**config.mk**
```make
export PLATFORM = sky130hd
export DESIGN_NAME = pc_gen
export DESIGN_NICKNAME = d
export VERILOG_FILES = /design/src/rtl/pc_gen.sv
export SDC_FILE = /design/constraint.sdc
export NUM_CORES = 1
export LEC_CHECK = 0
export ABC_CLOCK_PERIOD_IN_PS = 3700
export BUFFER_PORTS_ARGS = -buffer_cell sky130_fd_sc_hd__buf_2
export CAP_MARGIN = 20
export CORE_AREA = 4 4 93 112
export DETAILED_ROUTE_END_ITERATION = 12
export DIE_AREA = 0 0 97 116
export HOLD_SLACK_MARGIN = 0.08
export PLACE_DENSITY = 0.79
export SLEW_MARGIN = 10
export SYNTH_ARGS = -nofsm -noshare
export SYNTH_HDL_FRONTEND = slang
export SYNTH_SLANG_ARGS = --single-unit
```
**constraint.sdc**
```tcl
create_clock -name clk_i -period 3.7 [get_ports clk_i]
set_input_delay 0.185 -clock clk_i [delete_from_list [all_inputs] [get_ports clk_i]]
set_output_delay 0.185 -clock clk_i [all_outputs]
set_load 0.01 [all_outputs]
```
**src/rtl/pc_gen.sv**
```systemverilog
// pc_gen: fetch program counter for the IF stage.
// Advances the PC by INC and takes exception/branch/jump redirects in that
// priority order. A redirect seen while stalled is captured and applied on
// the first write-enabled cycle. Misaligned targets raise a sticky flag.
module pc_gen #(
   parameter int unsigned            WIDTH      = 32,
   parameter logic [WIDTH-1:0]       RESET_VEC  = '0,
   parameter int unsigned            INC        = 4,
   parameter int unsigned            ALIGN_BITS = 2
) (
   input  logic             clk_i,
   input  logic             rst_i,
   input  logic             pc_write_i,
   input  logic             exc_valid_i,
   input  logic [WIDTH-1:0] exc_target_i,
   input  logic             br_valid_i,
   input  logic [WIDTH-1:0] br_target_i,
   input  logic             jmp_valid_i,
   input  logic [WIDTH-1:0] jmp_target_i,
   output logic [WIDTH-1:0] pc_o,
   output logic [WIDTH-1:0] pc_plus_o,
   output logic             valid_o,
   output logic             flush_o,
   output logic             pending_o,
   output logic             misalign_o
);

   // Low target bits that must be zero; empty when ALIGN_BITS is 0.
   localparam logic [WIDTH-1:0] ALIGN_MASK = ~({WIDTH{1'b1}} << ALIGN_BITS);
   localparam logic [WIDTH-1:0] INC_W      = WIDTH'(INC);

   typedef enum logic [1:0] {
      BOOT = 2'd0,
      RUN  = 2'd1,
      HOLD = 2'd2
   } state_t;

   state_t           state_q, state_d;
   logic [WIDTH-1:0] pc_q, pc_d;
   logic             valid_q, valid_d;
   logic             flush_q, flush_d;
   logic             misalign_q, misalign_d;
   logic             pend_q, pend_d;
   logic [WIDTH-1:0] pend_tgt_q, pend_tgt_d;
   logic [1:0]       pend_pri_q, pend_pri_d;

   logic             sel_valid;
   logic [WIDTH-1:0] sel_tgt;
   logic [1:0]       sel_pri;
   logic             take_sel;

   // Pick the highest-priority redirect; priority 1 is the strongest.
   always_comb begin
      sel_tgt = '0;
      sel_pri = 2'd0;
      if (exc_valid_i) begin
         sel_tgt = exc_target_i;
         sel_pri = 2'd1;
      end else if (br_valid_i) begin
         sel_tgt = br_target_i;
         sel_pri = 2'd2;
      end else if (jmp_valid_i) begin
         sel_tgt = jmp_target_i;
         sel_pri = 2'd3;
      end
      sel_valid = exc_valid_i | br_valid_i | jmp_valid_i;
      // An incoming redirect beats a captured one of equal or lower priority.
      take_sel  = sel_valid & (~pend_q | (sel_pri <= pend_pri_q));
   end

   // Next-state logic: boot handshake, sequential advance, redirect capture/apply.
   always_comb begin
      state_d    = state_q;
      pc_d       = pc_q;
      valid_d    = valid_q;
      flush_d    = 1'b0;
      pend_d     = pend_q;
      pend_tgt_d = pend_tgt_q;
      pend_pri_d = pend_pri_q;
      misalign_d = misalign_q | (sel_valid & (|(sel_tgt & ALIGN_MASK)));

      case (state_q)
         BOOT: begin
            valid_d = 1'b1;
            state_d = RUN;
            if (take_sel) begin
               pend_d     = 1'b1;
               pend_tgt_d = sel_tgt;
               pend_pri_d = sel_pri;
            end
         end
         RUN, HOLD: begin
            if (pc_write_i) begin
               if (take_sel) begin
                  pc_d    = sel_tgt;
                  flush_d = 1'b1;
               end else if (pend_q) begin
                  pc_d    = pend_tgt_q;
                  flush_d = 1'b1;
               end else begin
                  pc_d    = pc_q + INC_W;
               end
               pend_d  = 1'b0;
               state_d = RUN;
            end else begin
               if (take_sel) begin
                  pend_d     = 1'b1;
                  pend_tgt_d = sel_tgt;
                  pend_pri_d = sel_pri;
               end
               if (sel_valid) begin
                  state_d = HOLD;
               end
            end
         end
         default: begin
            state_d = BOOT;
         end
      endcase
   end

   // State and output registers; reset discards any captured redirect at once.
   always_ff @(posedge clk_i or negedge rst_i) begin
      if (!rst_i) begin
         state_q    <= BOOT;
         pc_q       <= RESET_VEC;
         valid_q    <= 1'b0;
         flush_q    <= 1'b0;
         misalign_q <= 1'b0;
         pend_q     <= 1'b0;
         pend_tgt_q <= '0;
         pend_pri_q <= 2'd0;
      end else begin
         state_q    <= state_d;
         pc_q       <= pc_d;
         valid_q    <= valid_d;
         flush_q    <= flush_d;
         misalign_q <= misalign_d;
         pend_q     <= pend_d;
         pend_tgt_q <= pend_tgt_d;
         pend_pri_q <= pend_pri_d;
      end
   end

   assign pc_o       = pc_q;
   assign pc_plus_o  = pc_q + INC_W;
   assign valid_o    = valid_q;
   assign flush_o    = flush_q;
   assign pending_o  = pend_q;
   assign misalign_o = misalign_q;

endmodule

```
==> reports/metrics.cfg, run 1 <==
[power_and_ir_drop]
leakage_nw=2.74
power_density_nw_per_um2=833
ir_drop_mv=0.399

[sta]
setup_viol=0
period_share_pct=81.2
fmax_ghz=0.333
finClkSkew_ns=0.00721
max_slew.worst_pin.slew_ns=1.08
hold_violations=0
rsz0062_at_grt=no
holdWs_ns=0.146
period_needed_ns=3.01
setup_tns_ns=0
relSlewSlack_pct=28.2
final-max-slew-violation-count=0

[status]
outcome=finished clean

[critical_path]
r2r-start=pc_o[2]
crit_arrival_ns=2.82
crit_path_start_kind=flop
endpoint_kind=output pin
path_common_cell=nand4_1
path_class=reg -> out
critPathSlowestCell=nor4_1
startpoint=pc_o[2]
cpPeakStageDelay_ns=0.76
worstPathMaxFanout=7
path_cells=ha_1, nand4_1, nor4_1, nand4_1, xor2_1, inv_1, buf_2
cp_data_required_time_ns=3.51

[clocking]
numCtsBuffers=9
clk_pin_slew_ns=0.06
tritoncts=yes
cts_sinks=72
cts-root-buf=clkbuf_16
post_cts_resized=0
htree_levels=3
post_cts_buffers=0
insertion_delay_ns=0.33
ctsHoldBuffers=1
cts_buffer_depth=2

[drt]
drt-wirelength-per-cell_um=18.0
firstDrtPassIters=5
totalWireLength_um=14300
postRouteAntennaNets=0
num_vias=4686
drt_iter0_markers=393
vias_per_cell=5.90
drc_errors=0

[worst_hold_path]
min_from=pc_write_i
hp-class=in -> reg

[yosys]
synthArstFlopShare_pct=100
syn-num-nets=623
synth_area_leader_cell=dfrtp_1
yosys_warnings=0
ys_types=48
netlist_area_um2=4560
syn_area_per_cell_um2=8.84
yosys-top-cells-area=dfrtp_1 (39%), a22oi_1 (8.2%), mux2_2 (7.4%)
ys_ff_latch=72
synth_top_area_share_pct=39.5
synth_enable_flop_cells=0
synth_flop_cell=dfrtp_1
ys_seq_area_share_pct=39.5
syn_inst=516

[layout]
fin_util_pct=61.7
mostFrequentLayoutCell=buf_2
nets=773
antenna_cells=0
drive_gt1_share_pct=34.4
syn_to_final_growth_pct=27.4
final_cell_mix=buf_2 (168), dfrtp_1 (72), nand2_1 (60)
num-fill-cells=793

[global_routing]
first_global_vias=4556
grt_pass1_wl_um=22600
grt_usage_pct=24.8
gr-total-overflow=0
antenna_found_initial=0
grt_start_max_net_pins=73

[place]
dp_hpwl_um=10200
io_buffers=169
gp_congestion=0.844

[floorplan]
io_pins=170
start_util_pct=48.4
core_um2=9420
row_count=39
die_y_um=116
die_width_um=97
dieArea_um2=11300

[run]
maxCapViolCount=0

==> critical path, delay by kind of cell, from the launching register on <==
family | cells | cell delay (ns)
AND/OR/NAND/NOR | 3 | 1.28
flip-flops | 1 | 0.47
XOR/XNOR | 1 | 0.29
adder cells (fa/ha/maj) | 1 | 0.25
buffers and inverters | 2 | 0.20
==> synthesized netlist by cell type (all sizes together) (14+ instances only) <==
cell and instances:
a21oi 14, a22oi 50, clkbuf 30, dfrtp 72, inv 21, mux2 30
nand2 60, nand3 25, nor2 24, o211ai 19, o21ai 43, xor2 15
==> routing by layer <==
metal  track usage (%)  share of wire (%)  vias to the layer above
li1                  -                  -                     2189
met1              29.3                 39                     2263
met2              44.6                 52                      210
met3              5.60                7.2                       24
met4              8.52                1.8                        0
met5                 0                  0                        -
==> kinds of logic after synthesis <==
kind of cell	count (synthesis)	synth area share (%)
AND/OR/NAND/NOR	166	18.0
AO/OA/AOI/OAI	149	21.6
flip-flops	72	39.5
buffers and inverters	59	5.21
multiplexers	38	9.16
XOR/XNOR	27	5.18
adder cells (fa/ha/maj)	5	1.37
==> power breakdown <==
| group | switching [W] | internal (W) |
|---|---|---|
| logic | 0.00132 | 0.00103 |
| clock network | 0.000331 | 0.000628 |
| registers | 0.000374 | 0.00116 |
==> flip-flops by register name, indices dropped and copies added, names as in the netlist <==
register / count
pend_pri_q: 2
pend_tgt_q: 32
pc_o: 32
flush_o: 1
state_q: 2
valid_o: 1
misalign_o: 1
pending_o: 1
==> final timing paths <==
kind | endpoint | depth (start not counted) | slack [ns]
setup / recovery | pc_plus_o[28] | 7 | 0.69
hold / removal | state_q[1] | 3 | 0.15
setup reg to reg | pc_o[28] | 6 | 1.13
hold reg to reg | misalign_o | 1 | 0.48
max in group asynchronous | valid_o | 2 | 2.57
min in group asynchronous | pend_tgt_q[26] | 2 | 0.54
==> per-stage QoR <==
step	instances	cell area (um^2)	setup slack [ns]	power (W)
after floorplan	516	4560	1.22	0.00305
after global placement	777	5470	0.876	0.00377
after detailed placement	777	5470	0.734	0.00386
after CTS	794	5810	0.759	0.00484
after global routing	794	5810	0.551	0.00516
final	794	5810	0.695	0.00484
==> cell type report <==
class / count / area [um^2] / share of cell area [%]
timing repair buffer: 177 / 911 / 15.7
inverter: 21 / 78.8 / 1.36
clock buffer: 12 / 256 / 4.41
tap: 123 / 154 / 2.65
clock inverter: 4 / 76.3 / 1.31
sequential: 72 / 1800 / 31.0
multi-input combinational: 385 / 2530 / 43.6
Note: power is estimated with default switching activity, not from simulation.
==> run 2: changes to the inputs <==
==> config.mk (replaced) <==
export PLATFORM = sky130hd
export DESIGN_NAME = pc_gen
export DESIGN_NICKNAME = d
export VERILOG_FILES = /design/src/rtl/pc_gen.sv
export SDC_FILE = /design/constraint.sdc
export NUM_CORES = 1
export LEC_CHECK = 0
export ABC_CLOCK_PERIOD_IN_PS = 2400
export BUFFER_PORTS_ARGS = -buffer_cell sky130_fd_sc_hd__buf_2
export CAP_MARGIN = 20
export CORE_AREA = 4 4 97 118
export DETAILED_ROUTE_END_ITERATION = 12
export DIE_AREA = 0 0 101 122
export HOLD_SLACK_MARGIN = 0.08
export PLACE_DENSITY = 0.76
export SLEW_MARGIN = 10
export SYNTH_ARGS = -nofsm -noshare
export SYNTH_HDL_FRONTEND = slang
export SYNTH_SLANG_ARGS = --single-unit
==> constraint.sdc (replaced) <==
create_clock -name clk_i -period 2.4 [get_ports clk_i]
set_input_delay 0.12 -clock clk_i [delete_from_list [all_inputs] [get_ports clk_i]]
set_output_delay 0.12 -clock clk_i [all_outputs]
set_load 0.01 [all_outputs]
==> run 2 against run 1 <==
The flow now finishes with violations (setup timing). Critical path depth shrank 1. Sequential cell count did not move. Largest power group unchanged. Sequential power grew 49%. Wire length grew 5.4%. Largest cell class unchanged. Die area up 9.5%. Global-route usage down 0.87 points. Design area increased by 6.2%. Core utilization decreased by 1.9 points. Critical endpoint is now pc_plus_o[26]. Clock skew up 0.00082 ns.
==> reports/metrics.cfg, run 2 (synthesis results as in run 1) <==
[power_and_ir_drop]
seqPwrFrac_pct=29.3
ir_drop_mv=0.548
internal-power_w=0.00462
totalPowerFinal_w=0.00785
leakage_nw=2.95
combPwrFrac_pct=51.9
power_density_nw_per_um2=1270
switchingPower_w=0.00324
pwr-share-clk_pct=18.8
switching_share_pct=41.2

[critical_path]
path_common_cell=or4_4
path_class=reg -> out
critPathSlowestCell=or4_4
cpPeakStageDelay_ns=0.58
worstPathMaxFanout=2
endpoint_kind=output pin
crit_arrival_ns=2.30
cp_data_required_time_ns=2.28
crit_path_start_kind=flop
path_cells=nand4_2, or4_4, or4_4, xor2_4, inv_1, buf_2

[floorplan]
io_pins=170
die_width_um=101
row_count=41
core_um2=10300
start_util_pct=44.2
die_y_um=122
dieArea_um2=12300

[drt]
vias_per_cell=5.78
num_vias=4836
drt_iter0_markers=358
postRouteAntennaNets=0
drc_errors=0
firstDrtPassIters=5
totalWireLength_um=15100
drt-wirelength-per-cell_um=18.1

[layout]
num-fill-cells=899
mostFrequentLayoutCell=buf_2
nets=809
final_cell_mix=buf_2 (168), dfrtp_1 (70), nand2_1 (59)
regArea_um2=1800
drive_gt1_share_pct=39.0
syn_to_final_growth_pct=35.3
antenna_cells=0
multi_input_area_um2=2610

[sta]
period_needed_ns=2.42
finClkSkew_ns=0.00803
relSlewSlack_pct=39.2
period_share_pct=101
max_slew.worst_pin.slew_ns=0.912
worst_slack_ns=-0.0171
setup_tns_ns=-0.0171
fmax_ghz=0.414
final-max-slew-violation-count=0
setup_viol=1
hold_violations=0
rsz0062_at_grt=yes

[global_routing]
globalRouteMet2Util_pct=41.8
grt_start_max_net_pins=73
grt_usage_pct=23.9
grt-busiest-layer=met2
met1_usage_pct=28.8
grt_pass1_wl_um=23400
gr-total-overflow=0
first_global_vias=4817
antenna_found_initial=0
gr-usage-met3_pct=4.87

[clocking]
numCtsBuffers=9
tritoncts=yes
htree_levels=3
cts-root-buf=clkbuf_16
insertion_delay_ns=0.33
cts_sinks=72
cts_buffer_depth=2
clk_pin_slew_ns=0.06

[place]
dp_hpwl_um=11100
gp_congestion=0.859
io_buffers=169

[status]
violations=setup timing
outcome=finished with violations

[worst_hold_path]
hp-class=in -> reg

[run]
maxCapViolCount=0

-- run 2: layout make-up --
type	count	area share, %
clock inverter	4	1.24
clock buffer	12	4.16
sequential	72	29.2
inverter	21	1.28
tap	129	2.62
multi-input combinational	385	42.2
timing repair buffer	213	19.3
-- run 2: worst max-delay path, delay by kind of cell (launching register included) --
family                 cells  cell delay [ns]
flip-flops                 1             0.38
buffers and inverters      2             0.18
XOR/XNOR                   1             0.17
AND/OR/NAND/NOR            3             1.25
-- run 2: repair_timing --
action	in CTS	in global routing
pin swaps	3	9
endpoints found under the setup margin	5	17
gates resized for setup	3	10
hold endpoints to repair	72	0
hold buffers	1	0
setup buffers	6	8
-- run 2: path summary, 6_finish.rpt --
check	start	endpoint	slack (ns)	cells past startpoint
setup / recovery	pc_o[13]	pc_plus_o[26]	-0.02	6
hold / removal	pc_write_i	state_q[1]	0.1	3
setup reg to reg	pc_o[13]	pc_o[26]	0.23	6
hold reg to reg	misalign_o	misalign_o	0.47	1
max in group asynchronous	rst_i	pc_o[3]	1.27	2
min in group asynchronous	rst_i	pc_o[18]	0.47	2
-- run 2: power by group through the flow --
stage	clock network, W	registers (W)	logic [W]
after floorplan	0	0.00233	0.00237
after global placement	0	0.00228	0.00376
after detailed placement	0	0.00233	0.00386
after CTS	0.00149	0.00227	0.00399
after global routing	0.00156	0.00236	0.00445
final	0.00148	0.00230	0.00407
-- run 2: through the flow --
step                      std cells  area, um^2  util, %  hold WS (ns)  worst slack [ns]
after floorplan                 516        4560        -        -0.176           -0.0155
after global placement          805        5640     54.7         0.302             0.205
after detailed placement        805        5640     54.7         0.310            0.0603
after CTS                       828        6050     58.7        0.0869           -0.0119
after global routing            836        6170     59.9         0.102           -0.0747
final                           836        6170     59.9        0.0950           -0.0171
-- run 2: per-layer routing --
| layer | vias up | wire length, um |
|---|---|---|
| met5 | - | 0 |
| met4 | 0 | 416 |
| met3 | 29 | 1310 |
| met2 | 252 | 7600 |
| met1 | 2301 | 5760 |
| li1 | 2254 | - |
==> run 3: changes to the inputs <==
==> config.mk (replaced) <==
export PLATFORM = sky130hd
export DESIGN_NAME = pc_gen
export DESIGN_NICKNAME = d
export VERILOG_FILES = /design/src/rtl/pc_gen.sv
export SDC_FILE = /design/constraint.sdc
export NUM_CORES = 1
export LEC_CHECK = 0
export ABC_AREA = 1
export ABC_CLOCK_PERIOD_IN_PS = 2300
export BUFFER_PORTS_ARGS = -buffer_cell sky130_fd_sc_hd__buf_2
export CAP_MARGIN = 20
export CORE_AREA = 4 4 98 119
export DETAILED_ROUTE_END_ITERATION = 12
export DIE_AREA = 0 0 102 123
export HOLD_SLACK_MARGIN = 0.08
export PLACE_DENSITY = 0.78
export SLEW_MARGIN = 10
export SYNTH_ARGS = -nofsm -noshare
export SYNTH_HDL_FRONTEND = slang
export SYNTH_SLANG_ARGS = --single-unit
==> constraint.sdc (replaced) <==
create_clock -name clk_i -period 2.3 [get_ports clk_i]
set_input_delay 0.115 -clock clk_i [delete_from_list [all_inputs] [get_ports clk_i]]
set_output_delay 0.115 -clock clk_i [all_outputs]
set_load 0.01 [all_outputs]
==> run 3 against run 2 <==
The run now ends clean. Critical path depth rose by 2. Combinational power up 32%. Worst setup slack gained 0.24 ns. Die area up 1.8%. Total power rose by 17%. Via count rose by 17%. Register-to-register slack gained 0.17 ns. Sequential power grew 12%. Worst hold slack better by 0.0093 ns. Clock skew decreased by 0.0024 ns.
==> reports/metrics.cfg, run 3 <==
[power_and_ir_drop]
seqPwrFrac_pct=28.0
leakage_nw=3.19
pwr-share-clk_pct=13.6
switching_share_pct=49.2
internal-power_w=0.00467
ir_drop_mv=0.662
combPwrFrac_pct=58.4
power_density_nw_per_um2=1440
switchingPower_w=0.00453

[yosys]
yosys-top-cells-area=dfrtp_1 (35%), nand2_1 (16%), nor2_1 (12%)
synth_most_common_cell=nand2_1
ys_seq_area_share_pct=34.8
syn_area_per_cell_um2=6.59
synthArstFlopShare_pct=100
netlist_area_um2=5170
synth_commonest_cells=nand2_1 (220), nor2_1 (172), dfrtp_1 (72), a21oi_1 (68), inv_1 (49)
syn_inst=785
syn-num-nets=892
synth_area_leader_cell=dfrtp_1
synth_top_area_share_pct=34.8
yosys_warnings=0
synth_enable_flop_cells=0
ys_ff_latch=72
synth_flop_cell=dfrtp_1
ys_types=35

[layout]
mostFrequentLayoutCell=nand2_1
syn_to_final_growth_pct=23.3
nets=1047
antenna_cells=0
final_cell_mix=nand2_1 (220), nor2_1 (172), buf_2 (169)
instances_no_fill=1074
drive_gt1_share_pct=26.8
final_area_um2=6380

[sta]
final-max-slew-violation-count=0
finClkSkew_ns=0.00561
relSlewSlack_pct=60.3
setup_viol=0
hold_violations=0
period_share_pct=90.2
max_slew.worst_pin.slew_ns=0.589
period_needed_ns=2.08
rsz0062_at_grt=no
fmax_ghz=0.482
worst_slack_ns=0.225
setup_tns_ns=0
holdWs_ns=0.104

[drt]
firstDrtPassIters=6
drt_iter0_markers=505
drc_errors=0
drt-wirelength-per-cell_um=14.7
num_vias=5673
postRouteAntennaNets=0
totalWireLength_um=15800
vias_per_cell=5.28

[place]
dp_hpwl_um=11800
placed_cell_area_um2=6090
gp_congestion=0.903
placedCellCount=1056
io_buffers=169
pre_cts_slack_ns=0.307

[status]
outcome=finished clean

[clocking]
cts_buffer_depth=2
clk_pin_slew_ns=0.06
ctsHoldBuffers=2
post_cts_resized=0
cts-root-buf=clkbuf_16
cts_sinks=72
tritoncts=yes
numCtsBuffers=9
post_cts_buffers=0
insertion_delay_ns=0.33
htree_levels=3

[floorplan]
dieArea_um2=12500
core_um2=10500
start_util_pct=49.4
row_count=41
die_width_um=102
io_pins=170
die_y_um=123

[global_routing]
antenna_found_initial=0
grt_pass1_wl_um=25900
first_global_vias=5366
grt_usage_pct=26.0
grt_start_max_net_pins=73
gr-total-overflow=0

[critical_path]
crit_arrival_ns=1.96
cp_data_required_time_ns=2.18
cpPeakStageDelay_ns=0.44
path_common_cell=nand2_1
critPathSlowestCell=dfrtp_1
path_cells=ha_1, nand2_1, nor2_2, nand2_2, nor2_1, nand3b_1, nand2_1, buf_2
path_class=reg -> out
crit_path_start_kind=flop
endpoint_kind=output pin
worstPathMaxFanout=7

[worst_hold_path]
hp-class=in -> reg

[run]
maxCapViolCount=0

-- run 3: path summary, 6_finish.rpt --
path	from	to	slack (ns)	cells past startpoint
hold reg to reg	misalign_o	misalign_o	0.48	1
setup / recovery	pc_o[3]	pc_plus_o[20]	0.22	8
hold / removal	exc_target_i[6]	pend_tgt_q[6]	0.10	3
min in group asynchronous	rst_i	pc_o[0]	0.35	3
setup reg to reg	pend_pri_q[1]	pend_tgt_q[26]	0.40	11
max in group asynchronous	rst_i	pend_tgt_q[24]	1.62	3
-- run 3: power groups by stage --
stage | Sequential, W | Clock [W] | Combinational, W
floorplan | 0.00254 | 0 | 0.00373
global placement | 0.00256 | 0 | 0.00522
detailed placement | 0.00257 | 0 | 0.00533
CTS | 0.00256 | 0.00127 | 0.00538
global route | 0.00266 | 0.00133 | 0.00603
finish | 0.00257 | 0.00125 | 0.00538
-- run 3: metrics by stage --
| step | util (%) | total power, W |
|---|---|---|
| 6_report | 60.9 | 0.00920 |
| 5_1_grt | 60.9 | 0.0100 |
| 4_1_cts | 60.9 | 0.00921 |
| 3_5_place_dp | 58.2 | 0.00790 |
| 3_3_place_gp | 58.2 | 0.00777 |
| 2_1_floorplan | - | 0.00626 |
-- run 3: worst max-delay path, delay by kind of cell (launching register included) --
family | cells | cell delay [ns]
simple gates | 6 | 0.80
flops | 1 | 0.44
fa+ha+maj | 1 | 0.25
buf+inv | 1 | 0.13
-- run 3: area by class of cell --
| class | instances | area (um^2) |
|---|---|---|
| Fill cell | 1026 | 4090 |
| Multi-Input combinational cell | 619 | 2920 |
| Sequential cell | 72 | 1800 |
| Timing Repair Buffer | 184 | 1030 |
| Clock buffer | 13 | 250 |
| Inverter | 54 | 205 |
| Tap cell | 129 | 161 |
| Clock inverter | 3 | 17.5 |
-- run 3: layer usage --
metal	up-vias	part of all wire (%)	track usage (%)
li1	2830	-	-
met1	2586	43	36.2
met2	231	48	41.0
met3	26	7.4	4.23
met4	0	2.1	9.43
met5	-	0	0
-- run 3: logic make-up after synthesis --
family | share of synthesized area [%]
adder cells (fa/ha/maj) | 1.21
AO/OA/AOI/OAI | 18.6
flip-flops | 34.8
XOR/XNOR | 1.50
buffers and inverters | 8.81
AND/OR/NAND/NOR | 35.1
